`src/rtl/booth_pp_accumulator.sv`:
```
`default_nettype none
// ============================================================================
// Module   : booth_pp_accumulator
// Purpose  : Sequential radix-4 Booth partial-product decoder/accumulator.
//            Consumes one Booth digit (one/two/neg) per accepted handshake,
//            selects 0/A/2A from the latched multiplicand, negates it when
//            neg is set, weights it by 4^idx and accumulates into a
//            2*WIDTH-bit two's complement product.
// Ports    : clk, rst_n          - rising-edge clock, async active-low reset
//            start, multiplicand - begin a product, A latched on acceptance
//            digit_valid/ready   - digit handshake (ready only while ACCUM)
//            one, two, neg       - Booth digit magnitude/sign
//            product             - A*B, updated only when done pulses
//            done                - one-cycle completion pulse
//            busy                - high while accumulating
//            err                 - sticky illegal-digit (one&two) flag
// Revision : 1.0 - initial release
// ============================================================================
module booth_pp_accumulator #(
    parameter int WIDTH = 8
) (
    input  logic                 clk,
    input  logic                 rst_n,
    input  logic                 start,
    input  logic [WIDTH-1:0]     multiplicand,
    input  logic                 digit_valid,
    output logic                 digit_ready,
    input  logic                 one,
    input  logic                 two,
    input  logic                 neg,
    output logic [2*WIDTH-1:0]   product,
    output logic                 done,
    output logic                 busy,
    output logic                 err
);

    localparam int DIGITS = WIDTH / 2;
    localparam int PW     = 2 * WIDTH;
    localparam int IDXW   = (DIGITS > 1) ? $clog2(DIGITS) : 1;
    localparam logic [IDXW-1:0] LAST_IDX = IDXW'(DIGITS - 1);

    typedef enum logic [1:0] {
        S_IDLE  = 2'd0,
        S_ACCUM = 2'd1,
        S_DONE  = 2'd2
    } state_t;

    state_t           state_q;
    logic [PW-1:0]    a_q;
    logic [PW-1:0]    acc_q;
    logic [PW-1:0]    product_q;
    logic [IDXW-1:0]  idx_q;
    logic             done_q;
    logic             err_q;

    logic             w_illegal;
    logic             w_accept;
    logic [PW-1:0]    w_a_ext;
    logic [PW-1:0]    w_mag;
    logic [PW-1:0]    w_pp;
    logic [PW-1:0]    w_pp_shift;
    logic [PW-1:0]    acc_d;

    // ------------------------------------------------------------------------
    // Partial-product datapath
    // ------------------------------------------------------------------------
    assign w_a_ext   = {{WIDTH{multiplicand[WIDTH-1]}}, multiplicand};
    assign w_illegal = one & two;
    assign w_accept  = digit_valid && (state_q == S_ACCUM);

    // An illegal one&two digit contributes nothing; it only raises err.
    always_comb begin
        w_mag = '0;
        if (!w_illegal) begin
            if (one) begin
                w_mag = a_q;
            end else if (two) begin
                w_mag = a_q << 1;
            end
        end
    end

    // Negating a zero magnitude yields zero, so the 000/111 windows add 0.
    assign w_pp       = neg ? (-w_mag) : w_mag;
    // Each radix-4 digit carries weight 4^idx: shift by 2*idx.
    assign w_pp_shift = w_pp << {idx_q, 1'b0};
    assign acc_d      = acc_q + w_pp_shift;

    // ------------------------------------------------------------------------
    // Control FSM with registered outputs
    // ------------------------------------------------------------------------
    always_ff @(posedge clk or negedge rst_n) begin
        if (!rst_n) begin
            state_q   <= S_IDLE;
            a_q       <= '0;
            acc_q     <= '0;
            product_q <= '0;
            idx_q     <= '0;
            done_q    <= 1'b0;
            err_q     <= 1'b0;
        end else begin
            done_q <= 1'b0;
            case (state_q)
                S_IDLE: begin
                    if (start) begin
                        a_q     <= w_a_ext;
                        acc_q   <= '0;
                        idx_q   <= '0;
                        err_q   <= 1'b0;
                        state_q <= S_ACCUM;
                    end
                end
                S_ACCUM: begin
                    // start is deliberately ignored while accumulating.
                    if (w_accept) begin
                        acc_q <= acc_d;
                        idx_q <= idx_q + 1'b1;
                        if (w_illegal) begin
                            err_q <= 1'b1;
                        end
                        if (idx_q == LAST_IDX) begin
                            product_q <= acc_d;
                            done_q    <= 1'b1;
                            state_q   <= S_DONE;
                        end
                    end
                end
                S_DONE: begin
                    // A start coinciding with done launches the next product
                    // directly; product holds until that product completes.
                    if (start) begin
                        a_q     <= w_a_ext;
                        acc_q   <= '0;
                        idx_q   <= '0;
                        err_q   <= 1'b0;
                        state_q <= S_ACCUM;
                    end else begin
                        state_q <= S_IDLE;
                    end
                end
                default: begin
                    state_q <= S_IDLE;
                end
            endcase
        end
    end

    assign digit_ready = (state_q == S_ACCUM);
    assign busy        = (state_q == S_ACCUM);
    assign done        = done_q;
    assign product     = product_q;
    assign err         = err_q;

endmodule
`default_nettype wire

```
`config.mk`:
```
export PLATFORM = sky130hd
export DESIGN_NAME = booth_pp_accumulator
export DESIGN_NICKNAME = d
export VERILOG_FILES = /design/src/rtl/booth_pp_accumulator.sv
export SDC_FILE = /design/constraint.sdc
export NUM_CORES = 1
export LEC_CHECK = 0
export ABC_CLOCK_PERIOD_IN_PS = 5600
export BUFFER_PORTS_ARGS = -buffer_cell sky130_fd_sc_hd__buf_2
export CAP_MARGIN = 20
export CELL_PAD_IN_SITES_DETAIL_PLACEMENT = 1
export CELL_PAD_IN_SITES_GLOBAL_PLACEMENT = 1
export CORE_MARGIN = 3
export CORE_UTILIZATION = 25
export DETAILED_ROUTE_END_ITERATION = 8
export GPL_TIMING_DRIVEN = 0
export PLACE_DENSITY_LB_ADDON = 0.1
export SLEW_MARGIN = 25
export SYNTH_ARGS = -nofsm -noshare
export SYNTH_HDL_FRONTEND = slang
export SYNTH_SLANG_ARGS = --single-unit
```
`constraint.sdc`:
```
create_clock -name clk -period 5.6 [get_ports clk]
set_input_delay 0.56 -clock clk [delete_from_list [all_inputs] [get_ports clk]]
set_output_delay 0.56 -clock clk [all_outputs]
set_load 0.05 [all_outputs]
```
==> results.toml <==
[outcome]
outcome = "complete, no violations"

[clock_tree]
worstSkewPairLatency_ns = 0.29
cts_setup_buffers = 0
cts_buffer_depth = 2
cts_root_buffer = "clkbuf_16"
holdBufCountCts = 0
clkSinkCount = 46
cts_resized = 0
clkTransAtPathRegs_ns = 0.07
htreeDepth = 2
cts_buffers = 5
cts_tree = "yes"

[timing]
relSlewSlack = 0.5177
hold_viol = 0
tightestPinTransition_ns = 0.7235
setup_tns_ns = 0
rsz0062_at_grt = "no"
setup_viol = 0
period_share = 0.7808
fmax_ghz = 0.2287
finalWorstSetupSlack_ns = 1.228
clock_skew_ns = 0.007770
fin_crit_ns = 4.372
drv_slew = 0

[logic_synthesis]
ys_seq_area_frac = 0.3657
ys_dominant_reg_cell = "dfrtp_1"
synth_cell_types = 54
synth_top_area_cell = "dfrtp_1"
netlist_area_mm2 = 0.003148
synth_common_cells = "nand2_1 (51), dfrtp_1 (46), o21ai_0 (42)"
yosysMostFrequentCell = "nand2_1"
synth.top_cell.area_share = 0.3657
synthTopCellsByArea = "dfrtp_1 (37%), ha_1 (7.2%), o21ai_0 (6.7%), nand2_1 (6.1%), nand3_1 (3.8%)"
syn_nets = 389
syn_inst = 355
synth_warnings = 0
async_flop_share = 1.000
synth.avg_cell_area_um2 = 8.868
synth_edf_count = 0
ys_ff_latch = 46

[layout]
n_antenna_cell = 0
regArea_mm2 = 0.001151
fillers = 1477
area_delta_synth_final_pct = 16.93
layout.nets = 430
multi_input_area_mm2 = 0.001888
drive_gt1_frac = 0.1688

[floorplanning]
initial_core_util = 0.2588
io_pins = 35
die_x_um = 118.2
die_area_mm2 = 0.01397
die_h_um = 118.2
rows = 40
design.core.area_mm2 = 0.01216

[global_route]
grt_start_max_net_pins = 47
grt_pass1_vias = 2886
grt_pass1_wl_mm = 15.87
grt_usage = 0.1397
gr-total-overflow = 0
antenna_found_initial = 0

[critical_path]
crit_path_start_kind = "primary input"
critPathSlowestCell = "or4_1"
cp-end-kind = "flip-flop"
critPathMaxFanout = 10
cpPeakStageDelay_ns = 0.48
cp.required_ns = 5.76
arrival_ns = 4.53
r2r_start = "a_q[1]"
critPathKind = "primary input to flip-flop"
reg2reg_depth = 17
crit_chain = "buf_2, nor2b_1, buf_6, a22oi_1, ha_1, inv_1, a221o_1, o21ai_1, xor2_1, mux2i_1, nor2_1, a21oi_1, ha_1, or4_1, o21ai_0, o31ai_1, a21oi_1, o21ai_1, xnor2_1, o21ai_0"
startpoint = "one"

[worst_hold_path]
worstHoldPathType = "primary input to asynchronous set/reset pin"

[route]
drc_errors = 0
drt_iter0_markers = 87
vias = 2699
dr.pass1.iters = 4
vias_per_cell = 4.777
wl_per_cell_um = 16.82
wl_mm = 9.505
antenna_left = 0

[placement]
gp_congestion = 0.7756
place.port_buffers = 34
dpl.hpwl_mm = 7.534
pre_cts_ws_ns = 0.8534

[job]
max-cap-violations = 0
-- state kept, by name, indices dropped and copies added (netlist names) --
| signal | flops |
|---|---|
| idx_q | 2 |
| product | 16 |
| state_q | 2 |
| acc_q | 16 |
| err | 1 |
| done | 1 |
| a_q | 8 |
-- final cells by class --
class | instances | area share
plain buffers | 19 | 0.02345
clock buffers | 5 | 0.03399
clock inverters | 3 | 0.006798
inverters | 6 | 0.006118
multi-input cells | 284 | 0.5129
flip-flops and latches | 46 | 0.3127
well taps | 168 | 0.05710
repair buffers | 34 | 0.04691
-- logic make-up (layout without fill, tap and decap cells) --
kind of cell / after synthesis / after routing / share of synthesized area
AND/OR/NAND/NOR: 124 / 124 / 0.1936
AO/OA/AOI/OAI: 105 / 105 / 0.2142
flip-flops: 46 / 46 / 0.3657
buffers and inverters: 25 / 67 / 0.03458
XOR/XNOR: 20 / 20 / 0.05803
adder cells (fa/ha/maj): 19 / 19 / 0.07790
multiplexers: 16 / 16 / 0.05604
-- worst max-delay path, delay by kind of cell --
family	cells	cell delay, ns
AO/OA/AOI/OAI	9	1.64
XOR/XNOR	2	0.51
adder cells (fa/ha/maj)	2	0.52
buffers and inverters	3	0.35
multiplexers	1	0.15
AND/OR/NAND/NOR	3	0.80
-- cell usage in the layout (no fill, tap or decap), types with 3 or more instances in the layout --
cell | netlist | routed
o21ai_1 | 3 | 3
nand2b_1 | 6 | 6
dfrtp_1 | 46 | 46
clkbuf_1 | 14 | 14
a21o_1 | 5 | 5
xnor2_1 | 8 | 8
nor3_1 | 9 | 9
ha_1 | 18 | 18
nand3_1 | 24 | 24
o211ai_1 | 4 | 4
a22o_1 | 4 | 4
a31oi_1 | 5 | 5
nor2_1 | 17 | 17
mux2_2 | 9 | 9
nand2_1 | 51 | 51
inv_1 | 4 | 4
xor2_1 | 11 | 11
o21ai_0 | 42 | 42
clkbuf_16 | 0 | 5
buf_2 | 3 | 36
mux2i_1 | 6 | 6
a21oi_1 | 21 | 21
nor2b_1 | 6 | 6
-- per-layer routing --
layer  vias to the layer above  wire length [um]  track usage
li1                       1348                 -            -
met1                      1324              4583       0.1872
met2                        25              4640       0.2397
met3                         2               245      0.02775
met4                         0                36      0.01758
met5                         -                 0            0
-- through the flow --
| step | instance area, um^2 | util | std cells | hold WS (ns) |
|---|---|---|---|---|
| 2_1_floorplan | 3148 | - | 355 | 0.2644 |
| 3_3_place_gp | 3528 | 0.2901 | 557 | 0.4574 |
| 3_5_place_dp | 3531 | 0.2903 | 557 | 0.4677 |
| 4_1_cts | 3681 | 0.3027 | 565 | 0.3104 |
| 5_1_grt | 3681 | 0.3027 | 565 | 0.3195 |
| 6_report | 3681 | 0.3027 | 565 | 0.2800 |
-- final timing paths --
kind                                    end  slack [ns]
worst max-delay path            product[14]        1.23
worst min-delay path             product[0]        0.28
worst max register to register  product[14]        1.48
worst min register to register   product[0]        0.48
max in group asynchronous          acc_q[6]        4.90
min in group clk                 product[0]        0.48
Power is not shown: default switching activity piles up to over one toggle a cycle in this logic, so the estimate is an artifact.
